<file path="config.mk">
export PLATFORM = sky130hd
export DESIGN_NAME = ab_seq_gen
export DESIGN_NICKNAME = d
export VERILOG_FILES = /design/src/rtl/ab_seq_pkg.sv /design/src/rtl/ab_seq_gen_rise_det.sv /design/src/rtl/ab_seq_gen.sv
export SDC_FILE = /design/constraint.sdc
export NUM_CORES = 1
export LEC_CHECK = 0
export CORE_MARGIN = 2
export CORE_UTILIZATION = 40
export DETAILED_ROUTE_END_ITERATION = 6
export HOLD_SLACK_MARGIN = 0.15
export PLACE_DENSITY = 0.65
export SLEW_MARGIN = 20
export SYNTH_ARGS = -nofsm -noshare
export SYNTH_HDL_FRONTEND = slang
export SYNTH_SLANG_ARGS = --single-unit
</file>
<file path="constraint.sdc">
create_clock -name clk -period 2.75 [get_ports clk]
set_clock_uncertainty 0.1 [all_clocks]
set_input_delay 0.55 -clock clk [delete_from_list [all_inputs] [get_ports clk]]
set_output_delay 0.55 -clock clk [all_outputs]
set_load 0.05 [all_outputs]
</file>
<file path="src/rtl/ab_seq_pkg.sv">
// Shared types, defaults and helpers for the a/b handshake sequence generator.
package ab_seq_pkg;

   typedef enum logic [1:0] {IDLE, RUN, DONE} ab_state_e;

   localparam int A_LEN_DEF   = 2;
   localparam int B_DELAY_DEF = 1;
   localparam int B_LEN_DEF   = 2;
   localparam int CNT_W_DEF   = 8;

   function automatic int ab_max(int x, int y);
      return (x > y) ? x : y;
   endfunction

endpackage

</file>
<file path="src/rtl/ab_seq_gen_rise_det.sv">
// Rising-edge detector: registers d and flags cycles where d is high but was low.
module rise_det (
   input  logic clk,
   input  logic rst_n,
   input  logic d,
   output logic rise
);

   logic d_q;

   always_ff @(posedge clk or negedge rst_n) begin
      if (!rst_n) d_q <= 1'b0;
      else        d_q <= d;
   end

   assign rise = d & ~d_q;

endmodule

</file>
<file path="src/rtl/ab_seq_gen.sv">
// Stimulus generator for the a/b/done handshake with busy, drop and completion count.
// Optional concurrent assertions are compiled when AB_SEQ_GEN_ASSERT_EN is defined.
module ab_seq_gen
   import ab_seq_pkg::*;
#(
   parameter int A_LEN   = A_LEN_DEF,
   parameter int B_DELAY = B_DELAY_DEF,
   parameter int B_LEN   = B_LEN_DEF,
   parameter int CNT_W   = CNT_W_DEF
) (
   input  logic             clk,
   input  logic             rst_n,
   input  logic             start,
   output logic             a,
   output logic             b,
   output logic             done,
   output logic             busy,
   output logic             drop,
   output logic [CNT_W-1:0] txn_cnt
);

   localparam int L  = ab_max(A_LEN, B_DELAY + B_LEN);
   localparam int CW = $clog2(L + 1);

   generate
      if (A_LEN < 1) begin : g_bad_a_len
         $error("ab_seq_gen: A_LEN must be >= 1");
      end
      if (B_DELAY < 0) begin : g_bad_b_delay
         $error("ab_seq_gen: B_DELAY must be >= 0");
      end
      if (B_LEN < 1) begin : g_bad_b_len
         $error("ab_seq_gen: B_LEN must be >= 1");
      end
   endgenerate

   logic rise;

   rise_det u_rise_det (
      .clk  (clk),
      .rst_n(rst_n),
      .d    (start),
      .rise (rise)
   );

   ab_state_e        state_reg, state_next;
   logic [CW-1:0]    cnt_reg, cnt_next;
   logic             a_reg, a_next, b_reg, b_next, done_reg, done_next;
   logic             busy_reg, busy_next, drop_reg, drop_next;
   logic [CNT_W-1:0] txn_reg, txn_next;
   int               k;

   always_ff @(posedge clk or negedge rst_n) begin
      if (!rst_n) begin
         state_reg <= IDLE;
         cnt_reg   <= '0;
         a_reg     <= 1'b0;
         b_reg     <= 1'b0;
         done_reg  <= 1'b0;
         busy_reg  <= 1'b0;
         drop_reg  <= 1'b0;
         txn_reg   <= '0;
      end else begin
         state_reg <= state_next;
         cnt_reg   <= cnt_next;
         a_reg     <= a_next;
         b_reg     <= b_next;
         done_reg  <= done_next;
         busy_reg  <= busy_next;
         drop_reg  <= drop_next;
         txn_reg   <= txn_next;
      end
   end

   // Outputs are computed one cycle ahead: k is the RUN cycle index the new values belong to.
   always_comb begin
      state_next = state_reg;
      cnt_next   = cnt_reg;
      a_next     = 1'b0;
      b_next     = 1'b0;
      done_next  = 1'b0;
      busy_next  = 1'b0;
      drop_next  = 1'b0;
      txn_next   = txn_reg;
      k          = int'(cnt_reg) + 1;
      case (state_reg)
         RUN: begin
            drop_next = rise;
            if (k == L) begin
               state_next = DONE;
               done_next  = 1'b1;
            end else begin
               cnt_next  = CW'(k);
               a_next    = (k < A_LEN);
               b_next    = (k >= B_DELAY) && (k < B_DELAY + B_LEN);
               busy_next = 1'b1;
            end
         end
         DONE: begin
            txn_next   = txn_reg + CNT_W'(1);
            state_next = IDLE;
            if (rise) begin
               state_next = RUN;
               cnt_next   = '0;
               a_next     = 1'b1;
               b_next     = (B_DELAY == 0);
               busy_next  = 1'b1;
            end
         end
         default: begin
            if (rise) begin
               state_next = RUN;
               cnt_next   = '0;
               a_next     = 1'b1;
               b_next     = (B_DELAY == 0);
               busy_next  = 1'b1;
            end
         end
      endcase
   end

   assign a       = a_reg;
   assign b       = b_reg;
   assign done    = done_reg;
   assign busy    = busy_reg;
   assign drop    = drop_reg;
   assign txn_cnt = txn_reg;

`ifdef AB_SEQ_GEN_ASSERT_EN
   logic accepted;
   assign accepted = rise && (state_reg != RUN);

   a_seq_chk: assert property (@(posedge clk) disable iff (!rst_n) accepted |=> a [*A_LEN])
      else $error("ab_seq_gen: a sequence violated at %0t", $time);
   b_seq_chk: assert property (@(posedge clk) disable iff (!rst_n) accepted |=> ##B_DELAY b [*B_LEN])
      else $error("ab_seq_gen: b sequence violated at %0t", $time);
   done_chk: assert property (@(posedge clk) disable iff (!rst_n) done |=> !done)
      else $error("ab_seq_gen: done longer than one cycle at %0t", $time);
   drop_chk: assert property (@(posedge clk) disable iff (!rst_n) drop |-> $past(busy))
      else $error("ab_seq_gen: drop without busy at %0t", $time);
`endif

endmodule

</file>
======== After elaboration in Yosys (flattened, before gate mapping) ========
Index checks and enable logic that the tools add are counted.
operators by class
  add/subtract/negate cells ............... 2
  $lt $le $gt $ge ......................... 3
  eq/ne operators ......................... 5
  muxes and demuxes ....................... 17
  bitwise operators ....................... 2
  reduce and logical (&&, ||, !) cells .... 5
operator list
  operator                                                            number
  two-way mux 1 bit                                                   11
  two-way mux 2 bit                                                   5
  adder 8 x 1 -> 8 bit (second input constant)                        1
  less-than comparator 3 x 2 -> 1 bit (second input constant)         2
  inequality test 2 bit (second input constant)                       2
  case mux 2 bit (2 select lines)                                     1
  AND reduction 2 bit                                                 2
  adder 2 x 1 -> 3 bit (second input constant)                        1
  equality test 3 x 2 -> 1 bit (second input constant)                1
  greater-or-equal comparator 3 x 1 -> 1 bit (second input constant)  1
  nonzero test 3 bit                                                  1
  equality test 2 x 1 -> 1 bit (second input constant)                1
  equality test 2 bit (second input constant)                         1
  nonzero test 2 bit                                                  1
  bitwise AND 1 bit                                                   1
  logical AND 1 bit                                                   1
  NOT 1 bit                                                           1
storage, ports and cells
  register bits ........................... 18
  output and inout port bits .............. 13

======== Longest topological paths before layout ========
  depth after elaboration ................. 5
  gate-level depth with buffers ........... 5

======== Hierarchy ========
A second synthesis with hierarchy kept.
second synthesis, totals
  cell total of the unflattened synthesis .. 63
  area total of the unflattened synthesis .. 775.7 µm²
modules (own cells, without submodules)
  module      instances  cells an instance  area an instance (µm²)  seq. area each (µm²)
  ab_seq_gen  1          61                 737.0                   425.4
  rise_det    1          2                  38.8                    25.0

======== Least setup slack after synthesis ========
OpenSTA, ideal clock, no wires.
  kind .................................... flip-flop to flip-flop
  start ................................... reg txn_reg[0] (netlist: txn_cnt[0])
  end ..................................... reg txn_reg[1] (netlist: txn_cnt[1])
  data arrival time ....................... 1.252 ns
  slack ................................... 1.270 ns
  cell stages (with the launch flop) ...... 3
  path buffers ............................ 0
  cell sequence ........................... dfrtp_1 ha_1 mux2_1
between the ends
  longest elaborated chain between the ends .. 1
ends and longest elaborated chain
  element                   line               source
  start: declaration        ab_seq_gen.sv:50   logic [CNT_W-1:0] txn_reg, txn_next;
  start signal: assignment  ab_seq_gen.sv:71   txn_reg <= txn_next;
  adder 8 x 1 -> 8 bit      ab_seq_gen.sv:100  txn_next = txn_reg + CNT_W'(1);
Every way passes these cells.
A chain may end at the register's enable or synchronous reset.

======== Final worst setup path ========
  start ................................... reg txn_reg[0] (netlist: txn_cnt[0])
  end ..................................... out txn_cnt[0]
RTL lines
  element           line              source
  end: declaration  ab_seq_gen.sv:19  output logic [CNT_W-1:0] txn_cnt
No word-level cell between the ends.

==> qor.csv <==
stage;metric;value;unit
global_route;grt_first_pass_wirelength;1.70;mm
placed_design;portBuffers;15;
layout;num-nets-final;87;
run_status;run_status;completed;
power;leakage;0.441;nW
global_route;vias_in_the_first_global_route;407;
synthesis;synth.ff_latch_count;18;
sta;fin_crit;2.19;ns
floorplanning;pin_count;16;
clock_tree;max-clock-path-buffers;2;
layout;drive_above_1_share;10.4;%
synthesis;synth_top_cells_by_area;sky130_fd_sc_hd__dfrtp_1 (59%), sky130_fd_sc_hd__ha_1 (8.3%), sky130_fd_sc_hd__xnor2_1 (6.9%);
floorplanning;initial_utilization;43.0;%
route;wirelength;1.01;mm
floorplanning;floorplan.die_area;2260;um2
synthesis;synth_seq_area_share;59.4;%
clock_tree;tritoncts;done;
route;route.vias.total;459;
critical_path;worstSetupStartpointType;flip-flop;
synthesis;post_synth_instance_area;758;um2
sta;hold_ws;0.371;ns
power;power.clock.fraction;11.3;%
sta;slew_violations;0;
layout;largest_register_ffs;8;
worst_hold_path;min-delay-path-class;reg2reg;
critical_path;timing.critical_path.fanout_max;5;
synthesis;net_count_synth;67;
critical_path;critPathKind;reg2out;
synthesis;syn-mean-instance-area;12.9;um2
floorplanning;vert_die_dim;47.5;um
power;seq_power_share;39.3;%
route;routedWlPerCell;9.94;um
power;part_of_the_total_power_dissipated_in_combinational_logic;49.5;%
synthesis;synth.lib_cells_used.distinct;22;
synthesis;post_synth_inst_count;59;
route;final_antenna_net_count;0;
route;remaining_drc_errors;0;
synthesis;synthMostInstantiatedCell;sky130_fd_sc_hd__dfrtp_1;
power;internal-power;0.000602;W
layout;antennaDiodeCount;0;
power;p_sw;0.000457;W
sta;timing.final.crit_share;79.6;%
clock_tree;post_cts_buffers;0;
flow_run;cap_viol_max_count;0;
clock_tree;clock_pin_slew_reported_for_the_worst_setup_and_hold_paths_after_clock_tree_synthesis;0.09;ns
floorplanning;placement_rows;15;
critical_path;cpPeakStageDelay;0.83;ns
sta;fin_tns_setup;0;ns
clock_tree;clk_latency;0.28;ns
route;route.detailed.vias_per_inst;4.50;
critical_path;rr_startpoint;cnt_reg[0];
clock_tree;post_cts_resized;0;
power;power-per-cell-area;1100;nW/um2
critical_path;timing.critical_path.max_delay_family;buffers and inverters;
floorplanning;fp.coreArea;1760;um2
synthesis;synthArstFlopShare;100;%
sta;finalHoldViolations;0;
sta;clock.fmax;457;MHz
critical_path;worstPathArrival;1.54;ns
sta;setup_viol_count_final;0;
placed_design;dp.final_hpwl;799;um
sta;rsz0062_at_grt;no;
clock_tree;cts.htree.levels;1;
global_route;groute.usage.overall;11.0;%
worst_hold_path;min_from;txn_cnt[7];
sta;worst_pin_slew;0.748;ns
synthesis;synth_top_area_share;59.4;%
critical_path;critical_path_buf_inv_count;1;
clock_tree;holdBufCountCts;0;
synthesis;synth-main-ff-cell;sky130_fd_sc_hd__dfrtp_1;
critical_path;critical_path.startpoint;txn_cnt[0];
clock_tree;numClockSinks;18;
global_route;grt_max_degree;19;
global_route;global_route_congestion_overflow_total;0;
layout;relative_area_change_from_synthesis_to_final_layout;26.9;%
sta;final.setup.worst_slack;0.562;ns
critical_path;crit_slowest_cell;sky130_fd_sc_hd__clkdlybuf4s50_1;
synthesis;synth_largest_area_cell;sky130_fd_sc_hd__dfrtp_1;
critical_path;cp_cell_sequence;clkdlybuf4s50_1;
power;p_sw_share;43.2;%
route;drtPass1Iterations;4;
route;drt_iter0_markers;4;
critical_path;worst-endpoint-required;2.10;ns
synthesis;synthTopCellsByCount;sky130_fd_sc_hd__dfrtp_1 (18), sky130_fd_sc_hd__xnor2_1 (6), sky130_fd_sc_hd__ha_1 (5), sky130_fd_sc_hd__nand2_1 (5);
power;vdd.ir_drop.worst;0.492;mV
placed_design;post-place-ws;0.870;ns
floorplanning;dieWidth;47.5;um
synthesis;yosys_warnings;0;
synthesis;synth_edf_count;0;
placed_design;routabilityCongestion;0.636;
clock_tree;root_buffer;sky130_fd_sc_hd__clkbuf_4;
critical_path;endpoint_kind;output pin;
clock_tree;numCtsBuffers;3;
sta;max_slew_margin;50.0;%
layout;fillers;171;
global_route;grt_antenna_before_repair;0;
## cell type report
class	instances	area, um2	area share [%]
sequential	18	450	46.8
timing repair buffer	15	150	15.6
inverter	3	11.3	1.17
clock buffer	3	22.5	2.34
multi-input combinational	38	297	30.8
tap	25	31.3	3.25
## power groups by stage
stage / Combinational (W) / Clock (W) / Sequential, W
finish: 0.000524 / 0.000119 / 0.000416
global route: 0.000569 / 0.000136 / 0.000430
CTS: 0.000531 / 0.000127 / 0.000417
detailed placement: 0.000529 / 0 / 0.000422
global placement: 0.000524 / 0 / 0.000420
floorplan: 0.000182 / 0 / 0.000607
## final timing paths
check | endpoint | slack [ns] | cells past startpoint
min | txn_cnt[7] | 0.37 | 1
max | txn_cnt[0] | 0.56 | 1
max in group asynchronous | cnt_reg[0] | 1.47 | 1
min reg2reg | txn_cnt[7] | 0.37 | 1
min in group asynchronous | txn_cnt[2] | 0.61 | 1
max reg2reg | cnt_reg[1] | 1.22 | 5
## placed cells by master (no fill, tap or decap)
master / n
sky130_fd_sc_hd__and3_1: 1
sky130_fd_sc_hd__nand2_1: 5
sky130_fd_sc_hd__and2b_2: 1
sky130_fd_sc_hd__mux2i_1: 1
sky130_fd_sc_hd__dfrtp_1: 18
sky130_fd_sc_hd__or3b_4: 1
sky130_fd_sc_hd__and2b_4: 1
sky130_fd_sc_hd__xor2_1: 1
sky130_fd_sc_hd__mux2_1: 1
sky130_fd_sc_hd__xnor2_1: 6
sky130_fd_sc_hd__nand2b_1: 1
sky130_fd_sc_hd__inv_1: 3
sky130_fd_sc_hd__and4b_2: 1
sky130_fd_sc_hd__nand4_1: 3
sky130_fd_sc_hd__clkbuf_4: 3
sky130_fd_sc_hd__nor2b_1: 1
sky130_fd_sc_hd__ha_1: 5
sky130_fd_sc_hd__o21ai_0: 1
sky130_fd_sc_hd__o211a_1: 1
sky130_fd_sc_hd__and2_1: 2
sky130_fd_sc_hd__o21ai_2: 1
sky130_fd_sc_hd__nor2_1: 3
sky130_fd_sc_hd__o22ai_1: 1
sky130_fd_sc_hd__clkdlybuf4s50_1: 15
## routing by layer
layer | vias up | wire length, um | track usage (%)
met1 | 209 | 541 | 17.0
met3 | 2 | 46 | 3.40
met2 | 13 | 421 | 14.1
met5 | - | 0 | 0
met4 | 0 | 4 | 4.86
li1 | 235 | - | -
## metrics by stage
step                      cell area, um2  power, W  cells  util [%]
after floorplan                      758  0.000790     59         -
after global placement               940  0.000944     99      53.3
after detailed placement             940  0.000951     99      53.3
after CTS                            962   0.00107    102      54.5
after global routing                 962   0.00114    102      54.5
final                                962   0.00106    102      54.5
## cell families (layout without fill, tap and decap cells)
group | count (synthesis) | in the layout | synth area share, %
AO/OA/AOI/OAI | 4 | 4 | 3.96
buffers and inverters | 3 | 21 | 1.49
adder cells (fa/ha/maj) | 5 | 5 | 8.25
AND/OR/NAND/NOR | 20 | 20 | 16.0
multiplexers | 2 | 2 | 2.81
XOR/XNOR | 7 | 7 | 8.09
flip-flops | 18 | 18 | 59.4
## worst reg2reg max path, stage by stage, from the launching register on
cell                      delay (ns)
sky130_fd_sc_hd__dfrtp_1        0.40
sky130_fd_sc_hd__inv_1          0.09
sky130_fd_sc_hd__ha_1           0.23
sky130_fd_sc_hd__or3b_4         0.40
sky130_fd_sc_hd__o21ai_2        0.09
sky130_fd_sc_hd__o22ai_1        0.11
Power figures use the tool's default switching activity.
